--- src/rtl/muldiv_pkg.sv ---
// muldiv_pkg
// Shared definitions for the HI/LO multiply/divide sequencer:
//   - DATA_W : default operand and HI/LO width
//   - CNT_W  : width of the per-operation step counter
//   - OP_*   : operation select encoding (mult, multu, div, divu)
//   - state_t: sequencer FSM states
package muldiv_pkg;

  localparam int DATA_W = 32;
  localparam int CNT_W  = $clog2(DATA_W);

  localparam logic [1:0] OP_MULT  = 2'b00;
  localparam logic [1:0] OP_MULTU = 2'b01;
  localparam logic [1:0] OP_DIV   = 2'b10;
  localparam logic [1:0] OP_DIVU  = 2'b11;

  typedef enum logic [1:0] {
    ST_IDLE = 2'd0,
    ST_RUN  = 2'd1,
    ST_FIX  = 2'd2,
    ST_DONE = 2'd3
  } state_t;

endpackage

--- src/rtl/muldiv_iter_step.sv ---
// muldiv_iter_step
// One combinational iteration of the sequencer datapath on magnitudes.
//   i_is_div  : 1 = restoring-divide step, 0 = shift-add multiply step
//   i_acc     : partial product high half / partial remainder
//   i_q       : multiplier (shifted out LSB first) / dividend-quotient
//   i_operand : multiplicand / divisor
//   o_acc,o_q : register values for the next cycle
// Multiply: {acc,q} = ({acc + (q[0] ? operand : 0), q}) >> 1.
// Divide:   shift {acc,q} left one, subtract divisor from the top half,
//           keep the difference and shift in 1 if it did not go negative.
module muldiv_iter_step #(
  parameter int DATA_W = 32
) (
  input  logic              i_is_div,
  input  logic [DATA_W-1:0] i_acc,
  input  logic [DATA_W-1:0] i_q,
  input  logic [DATA_W-1:0] i_operand,
  output logic [DATA_W-1:0] o_acc,
  output logic [DATA_W-1:0] o_q
);

  logic [DATA_W:0] w_sum;
  logic [DATA_W:0] w_shift;
  logic [DATA_W:0] w_diff;

  always_comb begin
    w_sum   = {1'b0, i_acc} + {1'b0, i_operand};
    w_shift = {i_acc, i_q[DATA_W-1]};
    // Partial remainder is always below the divisor, so the shifted value
    // fits DATA_W+1 bits and bit DATA_W of the difference is a clean sign.
    w_diff  = w_shift - {1'b0, i_operand};
    if (i_is_div) begin
      if (!w_diff[DATA_W]) begin
        o_acc = w_diff[DATA_W-1:0];
        o_q   = {i_q[DATA_W-2:0], 1'b1};
      end else begin
        o_acc = w_shift[DATA_W-1:0];
        o_q   = {i_q[DATA_W-2:0], 1'b0};
      end
    end else if (i_q[0]) begin
      o_acc = w_sum[DATA_W:1];
      o_q   = {w_sum[0], i_q[DATA_W-1:1]};
    end else begin
      o_acc = {1'b0, i_acc[DATA_W-1:1]};
      o_q   = {i_acc[0], i_q[DATA_W-1:1]};
    end
  end

endmodule

--- src/rtl/hilo_muldiv_sequencer.sv ---
// hilo_muldiv_sequencer
// Iterative MIPS-style multiply/divide unit owning the HI and LO registers.
// An operation takes DATA_W RUN cycles plus one FIX cycle; HI/LO are written
// on the FIX->DONE edge and Done pulses for one cycle afterwards.
// Build option: MULDIV_DIV_EN enables div/divu. Without it a divide request
// goes straight to DONE with HI/LO untouched and DivByZero held low.
// Ports:
//   i_clk, i_rst        : clock, asynchronous active-high reset
//   i_start, i_op       : request and op select (00 mult,01 multu,10 div,11 divu)
//   i_a, i_b            : rs / rt operands, captured when the request is taken
//   i_hilo_read         : datapath is issuing mfhi/mflo this cycle
//   o_busy, o_stall     : operation in flight; pipeline freeze request
//   o_done, o_div_by_zero: commit pulse; divide-by-zero pulse (with Done)
//   o_hi, o_lo          : architectural HI / LO
//   o_state             : FSM state for debug observation
// Handshake: a request is taken on a rising edge where i_start is high and
// the unit is in IDLE or DONE; requests in RUN/FIX are dropped and the
// pipeline sees o_stall for as long as it keeps presenting them.
module hilo_muldiv_sequencer #(
  parameter int DATA_W = muldiv_pkg::DATA_W
) (
  input  logic              i_clk,
  input  logic              i_rst,
  input  logic              i_start,
  input  logic [1:0]        i_op,
  input  logic [DATA_W-1:0] i_a,
  input  logic [DATA_W-1:0] i_b,
  input  logic              i_hilo_read,
  output logic              o_busy,
  output logic              o_stall,
  output logic              o_done,
  output logic              o_div_by_zero,
  output logic [DATA_W-1:0] o_hi,
  output logic [DATA_W-1:0] o_lo,
  output logic [1:0]        o_state
);

  import muldiv_pkg::*;

  localparam int              CW       = $clog2(DATA_W);
  localparam logic [CW-1:0]   CNT_LAST = CW'(DATA_W - 1);

  state_t              r_state;
  logic [CW-1:0]       r_cnt;
  logic [DATA_W-1:0]   r_acc;
  logic [DATA_W-1:0]   r_q;
  logic [DATA_W-1:0]   r_operand;
  logic [DATA_W-1:0]   r_hi;
  logic [DATA_W-1:0]   r_lo;
  logic                r_neg_res;
  logic                r_dbz;
`ifdef MULDIV_DIV_EN
  logic                r_is_div;
  logic                r_neg_rem;
  logic                r_b_zero;
`endif

  logic                w_signed;
  logic [DATA_W-1:0]   w_a_mag;
  logic [DATA_W-1:0]   w_b_mag;
  logic                w_is_div;
  logic [DATA_W-1:0]   w_acc_nxt;
  logic [DATA_W-1:0]   w_q_nxt;
  logic [2*DATA_W-1:0] w_prod;
  logic [DATA_W-1:0]   w_hi_fix;
  logic [DATA_W-1:0]   w_lo_fix;

  assign w_signed = (i_op == OP_MULT) || (i_op == OP_DIV);
  assign w_a_mag  = (w_signed && i_a[DATA_W-1]) ? -i_a : i_a;
  assign w_b_mag  = (w_signed && i_b[DATA_W-1]) ? -i_b : i_b;

`ifdef MULDIV_DIV_EN
  assign w_is_div = r_is_div;
`else
  assign w_is_div = 1'b0;
`endif

  muldiv_iter_step #(.DATA_W(DATA_W)) u_step (
    .i_is_div  (w_is_div),
    .i_acc     (r_acc),
    .i_q       (r_q),
    .i_operand (r_operand),
    .o_acc     (w_acc_nxt),
    .o_q       (w_q_nxt)
  );

  // Sign correction applied in FIX. A zero divisor leaves the magnitude
  // dividend in r_acc, so the remainder path already yields HI = A.
  always_comb begin
    w_prod = {r_acc, r_q};
    if (r_neg_res) w_prod = -w_prod;
    w_hi_fix = w_prod[2*DATA_W-1:DATA_W];
    w_lo_fix = w_prod[DATA_W-1:0];
`ifdef MULDIV_DIV_EN
    if (r_is_div) begin
      w_hi_fix = r_neg_rem ? -r_acc : r_acc;
      w_lo_fix = r_b_zero ? '1 : (r_neg_res ? -r_q : r_q);
    end
`endif
  end

  always_ff @(posedge i_clk or posedge i_rst) begin
    if (i_rst) begin
      r_state   <= ST_IDLE;
      r_cnt     <= '0;
      r_acc     <= '0;
      r_q       <= '0;
      r_operand <= '0;
      r_hi      <= '0;
      r_lo      <= '0;
      r_neg_res <= 1'b0;
      r_dbz     <= 1'b0;
`ifdef MULDIV_DIV_EN
      r_is_div  <= 1'b0;
      r_neg_rem <= 1'b0;
      r_b_zero  <= 1'b0;
`endif
    end else begin
      case (r_state)
        ST_IDLE, ST_DONE: begin
          r_dbz <= 1'b0;
          if (i_start) begin
            r_cnt     <= '0;
            r_acc     <= '0;
            r_neg_res <= w_signed && (i_a[DATA_W-1] ^ i_b[DATA_W-1]);
`ifdef MULDIV_DIV_EN
            r_is_div  <= i_op[1];
            r_neg_rem <= w_signed && i_a[DATA_W-1];
            r_b_zero  <= (i_b == '0);
            r_state   <= ST_RUN;
`else
            r_state   <= i_op[1] ? ST_DONE : ST_RUN;
`endif
            // Divide iterates on the dividend; multiply shifts out the multiplier.
            r_q       <= i_op[1] ? w_a_mag : w_b_mag;
            r_operand <= i_op[1] ? w_b_mag : w_a_mag;
          end else begin
            r_state <= ST_IDLE;
          end
        end
        ST_RUN: begin
          r_acc <= w_acc_nxt;
          r_q   <= w_q_nxt;
          r_cnt <= r_cnt + 1'b1;
          if (r_cnt == CNT_LAST) r_state <= ST_FIX;
        end
        ST_FIX: begin
          r_hi    <= w_hi_fix;
          r_lo    <= w_lo_fix;
`ifdef MULDIV_DIV_EN
          r_dbz   <= r_is_div && r_b_zero;
`else
          r_dbz   <= 1'b0;
`endif
          r_state <= ST_DONE;
        end
        default: r_state <= ST_IDLE;
      endcase
    end
  end

  assign o_busy        = (r_state == ST_RUN) || (r_state == ST_FIX);
  assign o_stall       = o_busy && (i_start || i_hilo_read);
  assign o_done        = (r_state == ST_DONE);
  assign o_div_by_zero = r_dbz;
  assign o_hi          = r_hi;
  assign o_lo          = r_lo;
  assign o_state       = r_state;

endmodule

--- config.mk ---
export PLATFORM = sky130hd
export DESIGN_NAME = hilo_muldiv_sequencer
export DESIGN_NICKNAME = d
export VERILOG_FILES = /design/src/rtl/muldiv_pkg.sv /design/src/rtl/muldiv_iter_step.sv /design/src/rtl/hilo_muldiv_sequencer.sv
export SDC_FILE = /design/constraint.sdc
export NUM_CORES = 1
export LEC_CHECK = 0
export CAP_MARGIN = 20
export CORE_MARGIN = 8
export CORE_UTILIZATION = 40
export DETAILED_ROUTE_END_ITERATION = 10
export GPL_TIMING_DRIVEN = 0
export PLACE_DENSITY_LB_ADDON = 0.25
export SKIP_CTS_REPAIR_TIMING = 1
export SYNTH_ARGS = -nofsm -noshare
export SYNTH_HDL_FRONTEND = slang
export SYNTH_SLANG_ARGS = --single-unit
--- constraint.sdc ---
create_clock -name i_clk -period 11.9 [get_ports i_clk]
set_clock_uncertainty 0.1 [all_clocks]
set_input_delay 1.19 -clock i_clk [delete_from_list [all_inputs] [get_ports i_clk]]
set_output_delay 1.19 -clock i_clk [all_outputs]
set_load 0.1 [all_outputs]
## After elaboration in Yosys (flattened, before gate mapping)

Index checks and enable logic that the tools add are counted.

| operators by class | value |
|---|---|
| $add $sub $neg | 5 |
| eq/ne operators | 7 |
| muxes and demuxes | 17 |
| bitwise gates (word level) | 1 |
| reduce and logical (&&, ||, !) cells | 13 |

Operators with widths:

| kind | number |
|---|---|
| 32-bit 2-to-1 mux | 8 |
| 32-bit one-hot mux with 2 select lines | 2 |
| 64-bit 2-to-1 mux | 1 |
| 32-bit negator | 2 |
| 64-bit negator | 1 |
| 32-bit by 32-bit adder with 33-bit output | 1 |
| 5-bit one-hot mux with 2 select lines | 1 |
| 2-bit == test (second input constant) | 3 |
| 2-bit 2-to-1 mux | 3 |
| 2-bit one-hot mux with 3 select lines | 1 |
| 5-bit by 1-bit adder with 5-bit output (second input constant) | 1 |
| 5-bit == test (second input constant) | 1 |
| 5-bit 2-to-1 mux | 1 |
| 1-bit logical AND | 4 |
| 2-bit zero test | 2 |
| 2-bit inequality test (second input constant) | 2 |
| 2-bit AND reduction | 2 |
| 1-bit logical OR | 3 |
| 2-bit by 1-bit == test with 1-bit output (second input constant) | 1 |
| 2-bit nonzero test | 1 |
| 2-bit OR reduction | 1 |
| 1-bit XOR | 1 |

| storage, ports and cells | value |
|---|---|
| bits in registers | 168 |
| input port bits | 70 |
| output and inout bits | 70 |
| logic and storage cells | 51 |

## Logic depth before layout (Yosys ltp)

| depth | value |
|---|---|
| depth after elaboration | 7 |
| gate-level depth with buffers | 12 |
| gate-level depth less buffers | 12 |

## Hierarchy

A second synthesis with hierarchy kept.

| second synthesis, totals | value |
|---|---|
| cells, all modules | 1849 |
| area total of the unflattened synthesis | 14821.7 µm² |

By module, submodules not included:

| module | instances | cells an instance | area an instance (µm²) | sequential area each (µm²) |
|---|---|---|---|---|
| hilo_muldiv_sequencer | 1 | 1157 | 9974.6 | 4204.0 |
| muldiv_iter_step | 1 | 692 | 4847.1 | 0.0 |

## Worst setup path before layout

No wires, ideal clock.

| timing | value |
|---|---|
| path type | register to output |
| from | register r_state[0] (netlist: o_state[0]) |
| to | output port o_stall |
| arrival time | 2771 ps |
| required time | 10610 ps |
| slack | 7839 ps |
| stages on the path, launching flop included | 4 |
| path buffers | 0 |
| path through | dfrtp_1 -> inv_1 -> ha_1 -> nor2_1 |

| on the way | value |
|---|---|
| cells in the longest elaborated chain, start to end | 3 |
| elaborated cells between the ends (all ways) | 4 |
| classes of those cells | eq/ne (2); reduce/logical (2) |

RTL lines:

| element | line | text |
|---|---|---|
| start: declaration | hilo_muldiv_sequencer.sv:43 | `state_t r_state;` |
| start signal: assignment | hilo_muldiv_sequencer.sv:132 | `r_state <= i_op[1] ? ST_DONE : ST_RUN;` |
| 2-bit by 1-bit == test with 1-bit output or 2-bit == test (tied branches) | hilo_muldiv_sequencer.sv:162 | `assign o_busy = (r_state == ST_RUN) \|\| (r_state == ST_FIX);` |
| 1-bit logical OR (*) | hilo_muldiv_sequencer.sv:162 |  |
| 1-bit logical AND (*) | hilo_muldiv_sequencer.sv:163 | `assign o_stall = o_busy && (i_start \|\| i_hilo_read);` |
| end: declaration | hilo_muldiv_sequencer.sv:30 | `output logic o_stall,` |

Mark *: on every way between the ends. The rest lies on a longest branch, timed or not.

## Worst setup path after layout

| timing | value |
|---|---|
| from | input port i_b[4] |
| to | register r_q[31] |

| on the way | value |
|---|---|
| cells in the longest elaborated chain, start to end | 5 |

RTL lines:

| element | line | text |
|---|---|---|
| start: declaration | hilo_muldiv_sequencer.sv:27 | `input logic [DATA_W-1:0] i_b,` |
| 32-bit negator | hilo_muldiv_sequencer.sv:70 | `assign w_b_mag = (w_signed && i_b[DATA_W-1]) ? -i_b : i_b;` |
| 32-bit 2-to-1 mux | hilo_muldiv_sequencer.sv:70 |  |
| 32-bit 2-to-1 mux | hilo_muldiv_sequencer.sv:135 | `r_q <= i_op[1] ? w_a_mag : w_b_mag;` |
| 32-bit 2-to-1 mux | hilo_muldiv_sequencer.sv:122 | `if (i_start) begin` |
| 32-bit one-hot mux with 2 select lines | hilo_muldiv_sequencer.sv:119 | `case (r_state)` |
| end signal: assignment | hilo_muldiv_sequencer.sv:135 |  |
| end signal: assignment | hilo_muldiv_sequencer.sv:143 | `r_q <= w_q_nxt;` |
| end: declaration | hilo_muldiv_sequencer.sv:46 | `logic [DATA_W-1:0] r_q;` |

Every way passes these cells. The select of a mux whose other input is x is not followed.
A chain may end at the register's enable or synchronous reset.

==> results.cfg <==
[run_status]
run_status = finished clean

[final_layout]
final_cells = 1899
n_antenna_cell = 0
nets = 1619
finish.utilization = 0.494
syn2layout_area_growth_pct = 22.0
drive_above_1_share = 0.0322
stdcell_area_mm2 = 0.0136

[sta]
post-route-min-period_ps = 4510
relSlewSlack = 0.262
fin_tns_setup_ps = 0
fin_crit_sh = 0.379
setup_viol = 0
hold_violations = 0
rsz0062_at_grt = false
worstMarginPinSlew_ps = 1100
drv_slew = 0
fmax_ghz = 0.222

[routing]
viasPerCell = 5.73
dr.pass1.iters = 5
drc = 0
drtIter0Drc = 1146
wl_per_cell_um = 19.8
drtAntennaViolNets = 0
num_vias = 10900
drt-total-wl_um = 37600

[synth]
synthArstFlopShare = 1.00
ys_seq_elements = 168
syn_avg_cell_area_um2 = 8.28
yosys-top-cells-area = dfrtp_1, a21oi_1, xor2_1
ys.flop_type = dfrtp_1
yosysWarnings = 0
syn_inst = 1350
synth-edff-count = 0
yosysTopAreaCellShare = 0.376
post-synth-top-area-cell = dfrtp_1
yosysSeqAreaShare = 0.376
synth_area_mm2 = 0.0112
yosysUniqueCellTypes = 60
synth_nets = 1461

[job]
drv_cap = 0

[floorplanning]
ios = 140
core_area_mm2 = 0.0276
row_count = 61
start_util = 0.405
fp.dieH_um = 183
die_area_mm2 = 0.0336
die_x_um = 183

[grt]
grt_pass1_vias = 10400
grt_use_total = 0.222
grt_pass1_wl_um = 58800
globalRoute.totalOverflow = 0
grt_max_degree = 91
grt_antenna_before_repair = 0

[critical_path]
crit_path_start_kind = input port
worst_ep_required_time_ps = 12130
path_max_fanout = 7
cp.arrival_ps = 4740
end_kind = register
worstSetupPathType = input port to register

[clocking]
cts_tree = done
clk_pin_slew_ps = 70
clk_latency_ps = 440
cts_buffers = 17
htree_levels = 4
clkSinkCount = 168
clock-root-buffer = clkbuf_16
cts_buffer_depth = 2

[placed_design]
dp_cells = 1867
placed_cell_area_mm2 = 0.0131
gp_congestion = 0.911
io_buffers = 138
hpwlAfterDp_um = 30000

[worst_hold_path]
min_path_type = register to register
[cells by family (layout without fill, tap and decap cells)]
logic type      count (synthesis)  in the layout  synth area share
buf+inv                       102            273            0.0347
fa+ha+maj                      41             41            0.0466
xor+xnor                      150            150             0.118
compound gates                438            438             0.234
mux                            22             22            0.0201
simple gates                  428            428             0.171
flops                         168            168             0.376
other cells                     1              1          0.000335
[sequential cells by signal, summed over array words and instances, names as in the netlist]
| signal | flops |
|---|---|
| o_hi | 32 |
| o_lo | 32 |
| r_acc | 32 |
| r_operand | 32 |
| r_q | 32 |
| r_cnt | 5 |
| o_state | 2 |
| r_neg_res | 1 |
[cells in the final DEF, fill, tap and decap left out, drive strengths merged, types with 2 or more instances in the layout]
master           n
dfrtp          168
mux2i           18
and3            15
nor2b            3
clkbuf          85
a221o            5
nor2           175
nand2          130
nor3            25
nand4            4
nand3b           2
a2111oi          2
nand2b           9
o221ai          16
ha              40
nand3           20
buf              9
clkinv           7
a21oi          169
or4             13
or3             13
o31ai           31
o211ai           7
a221oi           2
nor4            10
a211oi           3
xnor2           54
mux2             4
o22ai           21
inv             32
a22oi           21
or2              3
o21ai          113
clkdlybuf4s50  138
a21o            14
xor2            96
o41ai           10
o21a             4
a311oi           2
a31oi           11
[final timing paths]
check | startpoint | end | slack (ps) | depth (start not counted)
setup / recovery | i_b[4] | r_q[31] | 7390 | 9
hold / removal | r_cnt[4] | r_cnt[4] | 380 | 2
setup reg to reg | r_q[11] | o_hi[22] | 7620 | 10
hold reg to reg | r_cnt[4] | r_cnt[4] | 380 | 2
max in group asynchronous | i_rst | r_operand[21] | 9720 | 3
min in group asynchronous | i_rst | o_hi[2] | 1160 | 2
[layout make-up]
class,count,area [µm²]
Multi-Input combinational cell,1080,6590
Sequential cell,168,4200
Timing Repair Buffer,139,1410
Clock inverter,14,139
Tap cell,378,473
Fill cell,2727,14000
Inverter,27,109
Clock buffer,18,429
Buffer,75,287
[per-stage QoR]
step / hold WS [ps] / worst slack [ps]
after global routing: 403 / 7210
after global placement: 364 / 3650
after floorplan: 343 / 6060
final: 382 / 7390
after CTS: 383 / 7440
after detailed placement: 368 / 7000
[critical path, cell delays in order]
cell	delay (ps)
clkdlybuf4s50_1	470
nor4_1	370
nand2_1	130
nor4_1	840
nand3_1	280
or2_2	410
nor4_1	430
a31oi_1	310
a311oi_1	310
[layer usage]
layer	routed length, µm	global-route usage	part of all wire
met1	17200	0.303	0.46
met2	17600	0.366	0.47
met3	2170	0.0267	0.058
met4	702	0.0589	0.019
met5	0	0	0
[cells in the mapped netlist (15+ instances only)]
cell type and number:
nand3_1 20, inv_1 26, xor2_1 96, and3_1 15
o22ai_1 21, ha_1 40, dfrtp_1 168, a22oi_1 21
xnor2_1 54, o221ai_1 16, o31ai_1 31, nor2_1 175
o21ai_0 112, nor3_1 25, nand2_1 130, a21oi_1 169
clkbuf_1 67, mux2i_1 18
Power is left out: the tool's default activity adds up to more than one toggle a clock period on the data nets, which glitch-free logic cannot reach.
